File: config.mk
export PLATFORM = sky130hd
export DESIGN_NAME = fuzzifier_mc
export DESIGN_NICKNAME = d
export VERILOG_FILES = /design/src/rtl/fuzzifier_mc.sv
export SDC_FILE = /design/constraint.sdc
export NUM_CORES = 1
export LEC_CHECK = 0
export BUFFER_PORTS_ARGS = -buffer_cell sky130_fd_sc_hd__buf_2
export CAP_MARGIN = 20
export CORE_MARGIN = 5
export CORE_UTILIZATION = 46
export CTS_CLUSTER_DIAMETER = 40
export DETAILED_ROUTE_END_ITERATION = 7
export MAX_ROUTING_LAYER = met4
export PLACE_DENSITY = 0.67
export SYNTH_ARGS = -nofsm -noshare
export SYNTH_HDL_FRONTEND = slang
export SYNTH_SLANG_ARGS = --single-unit
File: constraint.sdc
create_clock -name CLK -period 17.7 [get_ports CLK]
set_clock_uncertainty 0.2 [all_clocks]
set_input_delay 3.54 -clock CLK [delete_from_list [all_inputs] [get_ports CLK]]
set_output_delay 3.54 -clock CLK [all_outputs]
set_load 0.01 [all_outputs]
File: src/rtl/fuzzifier_mc.sv
`default_nettype none
// ============================================================================
// fuzzifier_mc : seven-set triangular fuzzifier, two-stage pipeline, tagged
// channels. Define FUZZ_CHANGE_DET_EN for per-channel dominant-set change flags.
// Revision: 1.0
// ============================================================================
module fuzzifier_mc #(
  parameter int NUM_CH    = 4,
  parameter int CH_W      = 2,
  parameter int DATA_W    = 16,
  parameter int BASE      = 0,
  parameter int STEP_LOG2 = 4
) (
  input  logic              CLK,
  input  logic              RST_N,
  input  logic              IN_VALID,
  output logic              IN_READY,
  input  logic [CH_W-1:0]   IN_CH,
  input  logic [DATA_W-1:0] IN_CRISP,
  output logic              OUT_VALID,
  input  logic              OUT_READY,
  output logic [CH_W-1:0]   OUT_CH,
  output logic [55:0]       OUT_DEG,
  output logic [7:0]        OUT_SET_ID,
  output logic [7:0]        OUT_MAX_DEG,
  output logic              OUT_CHANGE
);

  localparam logic [DATA_W-1:0] c_BASE = DATA_W'(BASE);

  logic                 w_adv;
  logic                 r_s1_valid;
  logic [CH_W-1:0]      r_s1_ch;
  logic [DATA_W-1:0]    r_s1_x;
  logic [DATA_W-1:0]    w_d;
  logic [DATA_W-1:0]    w_idx;
  logic [STEP_LOG2-1:0] w_frac;
  logic [2:0]           w_idx3;
  logic [7:0]           w_f8;
  logic [7:0]           w_deg [7];
  logic [55:0]          w_deg_flat;
  logic [7:0]           w_id;
  logic [7:0]           w_max;
  logic                 w_change;

  assign w_adv    = !(OUT_VALID && !OUT_READY);
  assign IN_READY = w_adv || !RST_N;

  always_comb begin
    w_d    = r_s1_x - c_BASE;
    w_idx  = w_d >> STEP_LOG2;
    w_frac = w_d[STEP_LOG2-1:0];
    w_idx3 = w_idx[2:0];
    w_f8   = 8'(({8'd0, w_frac} * (STEP_LOG2 + 8)'(255)) >> STEP_LOG2);
    for (int k = 0; k < 7; k++) w_deg[k] = 8'd0;
    if (r_s1_x < c_BASE) begin
      w_deg[0] = 8'd255;
    end else if (w_idx >= DATA_W'(6)) begin
      w_deg[6] = 8'd255;
    end else begin
      w_deg[w_idx3]        = 8'd255 - w_f8;
      w_deg[w_idx3 + 3'd1] = w_f8;
    end
    // Strict compare keeps the lower ID on ties.
    w_max = w_deg[0];
    w_id  = 8'd1;
    for (int k = 1; k < 7; k++) begin
      if (w_deg[k] > w_max) begin
        w_max = w_deg[k];
        w_id  = 8'(k + 1);
      end
    end
    w_deg_flat = '0;
    for (int k = 0; k < 7; k++) w_deg_flat[8*k +: 8] = w_deg[k];
  end

`ifdef FUZZ_CHANGE_DET_EN
  logic [7:0] r_hist_id   [NUM_CH];
  logic       r_hist_seen [NUM_CH];
  logic       w_s1_in_rng;
  logic       w_out_in_rng;
  logic [7:0] w_last_id;
  logic       w_last_seen;

  assign w_s1_in_rng  = int'(r_s1_ch) < NUM_CH;
  assign w_out_in_rng = int'(OUT_CH) < NUM_CH;

  // Stage 2 only loads when any held result is leaving this same edge, so a
  // matching result in the output register is the freshest history.
  always_comb begin
    w_last_id   = 8'd0;
    w_last_seen = 1'b0;
    if (OUT_VALID && (OUT_CH == r_s1_ch)) begin
      w_last_id   = OUT_SET_ID;
      w_last_seen = 1'b1;
    end else if (w_s1_in_rng) begin
      w_last_id   = r_hist_id[r_s1_ch];
      w_last_seen = r_hist_seen[r_s1_ch];
    end
  end

  assign w_change = w_s1_in_rng && (!w_last_seen || (w_last_id != w_id));

  always_ff @(posedge CLK) begin
    if (!RST_N) begin
      for (int i = 0; i < NUM_CH; i++) begin
        r_hist_id[i]   <= 8'd0;
        r_hist_seen[i] <= 1'b0;
      end
    end else if (OUT_VALID && OUT_READY && w_out_in_rng) begin
      r_hist_id[OUT_CH]   <= OUT_SET_ID;
      r_hist_seen[OUT_CH] <= 1'b1;
    end
  end
`else
  assign w_change = 1'b0;
`endif

  always_ff @(posedge CLK) begin
    if (!RST_N) begin
      r_s1_valid  <= 1'b0;
      r_s1_ch     <= '0;
      r_s1_x      <= '0;
      OUT_VALID   <= 1'b0;
      OUT_CH      <= '0;
      OUT_DEG     <= '0;
      OUT_SET_ID  <= 8'd0;
      OUT_MAX_DEG <= 8'd0;
      OUT_CHANGE  <= 1'b0;
    end else if (w_adv) begin
      r_s1_valid <= IN_VALID;
      if (IN_VALID) begin
        r_s1_ch <= IN_CH;
        r_s1_x  <= IN_CRISP;
      end
      OUT_VALID <= r_s1_valid;
      if (r_s1_valid) begin
        OUT_CH      <= r_s1_ch;
        OUT_DEG     <= w_deg_flat;
        OUT_SET_ID  <= w_id;
        OUT_MAX_DEG <= w_max;
        OUT_CHANGE  <= w_change;
      end
    end
  end

endmodule
`default_nettype wire

## Word-level counts from Yosys, hierarchy flattened

Index checks and enable logic that the tools add are counted.

| storage, ports and cells | value |
|---|---|
| register bits | 94 |
| input port bits | 22 |

| cells by class | value |
|---|---|
| multipliers | 1 |
| bitwise gates (word level) | 4 |
| magnitude comparators | 12 |
| $add $sub $neg | 2 |
| mux-type cells | 21 |
| reductions and logical operators | 9 |

Operators by type and width:

| kind | number |
|---|---|
| 8-bit 2-to-1 mux | 15 |
| 48-bit 2-to-1 mux | 2 |
| 56-bit bitwise AND | 1 |
| 56-bit bitwise mux | 1 |
| 8-bit demux with 3-bit select | 2 |
| 8-bit greater-than comparator | 6 |
| 16-bit by 1-bit less-than comparator with 1-bit output, second input constant | 1 |
| 12-bit by 3-bit >= comparator with 1-bit output, second input constant | 1 |
| 4-bit by 8-bit multiplier with 12-bit output, second input constant | 1 |
| 4-bit >= comparator, second input constant | 2 |
| 4-bit by 1-bit less-than comparator with 1-bit output, second input constant | 2 |
| 3-bit inverter with 4-bit output | 2 |
| 8-bit subtractor, first input constant | 1 |
| 2-bit AND reduction | 2 |
| 3-bit by 1-bit adder with 3-bit output, second input constant | 1 |
| 1-bit logical AND | 3 |
| 1-bit logical NOT | 3 |
| 2-bit 2-to-1 mux | 1 |
| 1-bit logical OR | 1 |
| 1-bit inverter | 1 |

## Depth between registers and ports, before layout

| depth | value |
|---|---|
| depth after elaboration | 21 |
| gate-level depth with buffers | 71 |
| gate-level depth less buffers | 66 |

## Least setup slack after synthesis

OpenSTA, ideal clock, no wires.

| timing path | value |
|---|---|
| path kind | register -> register |
| start | register r_s1_x[1] |
| end | register OUT_MAX_DEG[7] |
| cell stages (with the launch flop) | 66 |
| period minus slack after synthesis | 13.897 ns |
| slack | 3.803 ns |
| library setup time | 0.117 ns |
| data required time | 17.383 ns |
| arrival | 13.580 ns |
| buffers on the path | 7 |
| cells stage by stage | dfxtp_1 fa_1 fa_1 ha_1 nor3_1 a211oi_1 mux2_2 o2111ai_1 clkbuf_1 nor2_1 a21oi_1 nor2_1 ha_1 nand4_1 nand2b_1 o22ai_1 clkbuf_1 o211ai_1 (+30 left out) a21oi_1 o31ai_1 clkbuf_1 buf_2 nor3_1 a21oi_1 ha_1 nor2b_1 o21ai_0 a21oi_1 o21ai_0 a21oi_1 a211oi_1 or2_2 clkbuf_1 and2_1 a311o_1 o21ai_1 |

RTL lines:

| what | line | text |
|---|---|---|
| start, declared | 34 | `logic [DATA_W-1:0] r_s1_x;` |
| start signal, assigned | 123 | `r_s1_x <= '0;` |
| start signal, assigned | 134 | `r_s1_x <= IN_CRISP;` |
| end signal, assigned | 141 | `OUT_MAX_DEG <= w_max;` |
| end, declared | 25 | `output logic [7:0] OUT_MAX_DEG,` |

## Worst setup path after layout

| timing path | value |
|---|---|
| start | register r_s1_x[1] |
| end | register OUT_MAX_DEG[7] |

| on the way | value |
|---|---|
| cells in the longest elaborated chain, start to end | 18 |
| elaborated cells between the ends (all ways) | 21 |

RTL lines:

| what | line | text |
|---|---|---|
| 4-bit by 8-bit multiplier with 12-bit output | 54 | `w_f8 = 8'(({8'd0, w_frac} * (STEP_LOG2 + 8)'(255)) >> STEP_LOG2);` |
| 8-bit subtractor | 61 | `w_deg[w_idx3] = 8'd255 - w_f8;` |
| 56-bit bitwise AND (no line) | -- |  |
| 56-bit bitwise mux | 62 | `w_deg[w_idx3 + 3'd1] = w_f8;` |
| 48-bit 2-to-1 mux | 58 | `end else if (w_idx >= DATA_W'(6)) begin` |
| 48-bit 2-to-1 mux or 8-bit 2-to-1 mux (tied branches) | 56 | `if (r_s1_x < c_BASE) begin` |
| 8-bit greater-than comparator | 68 | `if (w_deg[k] > w_max) begin` |
| 8-bit 2-to-1 mux | 68 |  |
| (+2 left out) | -- |  |
| 8-bit greater-than comparator | 68 |  |
| 8-bit 2-to-1 mux | 68 |  |
| 8-bit greater-than comparator | 68 |  |
| 8-bit 2-to-1 mux | 68 |  |
| 8-bit greater-than comparator | 68 |  |
| 8-bit 2-to-1 mux | 68 |  |
| 8-bit greater-than comparator | 68 |  |
| 8-bit 2-to-1 mux * | 68 |  |

Mark *: on every way between the ends. The rest lies on a longest branch, timed or not.
A chain may end at the register's enable or synchronous reset.

==> results.cfg <==
[run_status]
status = completed

[logic_synthesis]
ys.flop_type = dfxtp_1
synthArstFlopShare_pct = 0
synth-edff-count = 0
synth_simple_gate_area_share_pct = 23.0
synth_top_family_by_area = compound AO/OA/AOI/OAI gates
yosysSeqAreaShare_pct = 26.9
synth_seq_cells = 89
syn_area_um2 = 6630
synthAdderAreaFrac_pct = 12.6
synth_compound_area_share_pct = 25.6
synth_xor_area_share_pct = 0.925
syn_area_per_cell_um2 = 7.58
synth_cells = 874
yosys-mux-area-fraction_pct = 4.63
ys_types = 74
yosysWarnings = 0

[power]
ir_drop_mv = 0.170
power.leakage_nw = 3.32
powerDensity_nw_per_um2 = 188

[global_route]
grt_pass1_wl_mm = 29.4
gr-total-overflow = 0
grt_pass1_vias = 5904
grt_usage_pct = 22.0
grt_max_degree = 92
grt_antenna_before_repair = 0

[finish]
drive_gt1_share_pct = 15.7
mostFrequentLayoutCell = nand2_1
finish.utilization_pct = 53.2
nets = 1018
fillers = 1447
num_antenna_cells = 0
syn2layout_area_growth_pct = 12.3
final_cell_mix = 161 x nand2_1, 92 x buf_2, 89 x dfxtp_1
finalNonFillerCells = 1116
final_area_um2 = 7450

[sta]
timing.fmax_mhz = 66.0
finalCriticalPeriod_ns = 15.14
worst_slack_ns = 2.56
finalSetupTns_ns = 0
max_slew.worst_pin.slew_ns = 0.990
setup_viol = 0
rsz0062_at_grt = no
hold_viol = 0
slew_viol_final = 0
max_slew_margin_pct = 33.8
fin_crit_sh_pct = 85.5

[setup_path]
r2r_slack_ns = 2.56
crit_path_end_kind = flip-flop
cp_slowest_stage_delay_ns = 0.71
crit_arrival_ns = 15.23
cp-start-kind = flip-flop
path_buf_inv = 3
required_ns = 17.79
critPathMaxFanout = 21
path_delay_family = compound AO/OA/AOI/OAI gates
crit_top_cell = ha_1
cp_slowest_cell = fa_1
crit_type = reg2reg

[placement]
place_ws_ns = 2.11
dpl-instance-area_um2 = 7140
port_buffers = 92
gp_congestion = 0.962
placed_cells = 1099
hpwlAfterDp_mm = 13.1

[die]
top_level_ports = 99
fp.coreArea_um2 = 14000
die_area_um2 = 16900
die_x_um = 130
dieHeight_um = 130
floorplan.initialDensity_pct = 47.4
rows = 43

[route]
postRouteAntennaNets = 0
finalWirelength_mm = 17.7
dr.pass1.iters = 5
vias_per_cell = 5.60
vias = 6247
drtIter0Drc = 437
route.detailed.drc = 0
wire_per_inst_um = 15.9

[flow_run]
maxCapViolCount = 0

[clock_tree]
cts_buffer_depth = 2
postCtsSetupBuffers = 0
cts_hold_buf = 0
insertion_delay_ns = 0.35
cts_tree = yes
clock-root-buffer = clkbuf_16
numClockSinks = 89
cts-resized-gates = 0
clkTransAtPathRegs_ns = 0.07
numCtsBuffers = 9
htreeDepth = 3

[worst_hold_path]
hp-class = reg2reg
worst reg2reg max path, delay by kind of cell, from the launching register on:
| family | cells | cell delay (ns) |
|---|---|---|
| AOI/OAI and AO/OA | 28 | 6.54 |
| xor gates and xnor gates | 1 | 0.17 |
| adders and majority gates | 9 | 3.20 |
| buffers and inverters | 3 | 0.42 |
| DFF | 1 | 0.39 |
| muxes | 3 | 0.91 |
| and+or+nand+nor | 17 | 3.22 |
path summary, 6_finish.rpt:
kind	to	from	depth (start not counted)
setup / recovery	OUT_MAX_DEG[7]	r_s1_x[1]	61
hold reg to reg	OUT_DEG[25]	OUT_DEG[25]	2
hold / removal	OUT_DEG[25]	OUT_DEG[25]	2
setup reg to reg	OUT_MAX_DEG[7]	r_s1_x[1]	61
synthesized netlist by cell type (7+ instances only):
master      n  area (um^2)
nand2_1   162          608
dfxtp_1    89         1780
nor2_1     70          263
a21oi_1    61          305
ha_1       59          738
a21boi_0   49          368
clkbuf_1   46          173
o21ai_0    46          230
inv_1      39          146
and2_1     19          119
nand3_1    19         95.1
nor3_1     19         95.1
a31oi_1    16          100
a21o_1     15          113
mux2i_1    11          110
nor2b_1    11         68.8
mux2_2      8         90.1
nand4_1     8         50.1
o211a_1     7         70.1
o21a_1      7         52.6
per-stage QoR:
step / power [mW] / hold WS, ns
2_1_floorplan: 0.994 / 0.241
3_3_place_gp: 1.18 / 0.252
3_5_place_dp: 1.18 / 0.255
4_1_cts: 1.39 / 0.264
5_1_grt: 1.54 / 0.286
6_report: 1.40 / 0.259
registers in the layout (all words and copies together), names as in the netlist:
| signal | count |
|---|---|
| OUT_DEG | 56 |
| r_s1_x | 16 |
| OUT_MAX_DEG | 8 |
| OUT_SET_ID | 3 |
| OUT_CH | 2 |
| r_s1_ch | 2 |
| OUT_VALID | 1 |
| r_s1_valid | 1 |
per-layer routing:
metal | routed length [um] | vias to the layer above | part of all wire [%] | track usage, %
met5 | 0 | - | 0 | -
met4 | 340 | 0 | 1.9 | 6.97
met3 | 793 | 27 | 4.5 | 3.27
met2 | 8240 | 161 | 47 | 34.7
met1 | 8330 | 2894 | 47 | 29.1
li1 | - | 3165 | - | -
power breakdown:
group	leakage (nW)	switching (mW)	internal [mW]
Sequential	0.724	0.00833	0.214
Combinational	2.46	0.596	0.387
Clock	0.136	0.0829	0.110
final cells by class:
class                           count  area [um^2]  share of cell area (%)
Clock buffer                       10          229                    3.08
Multi-Input combinational cell    690         4460                    59.9
Tap cell                          180          225                    3.02
Inverter                           40          150                    2.02
Timing Repair Buffer              102          536                    7.19
Clock inverter                      5         62.6                   0.840
Sequential cell                    89         1780                    23.9
cells by family after synthesis:
family,count (synthesis)
flops,89
other cells,1
buf+inv,100
fa+ha+maj,64
xor+xnor,7
mux,26
simple gates,341
compound gates,246
No activity file was read; power rests on OpenSTA's default activity.
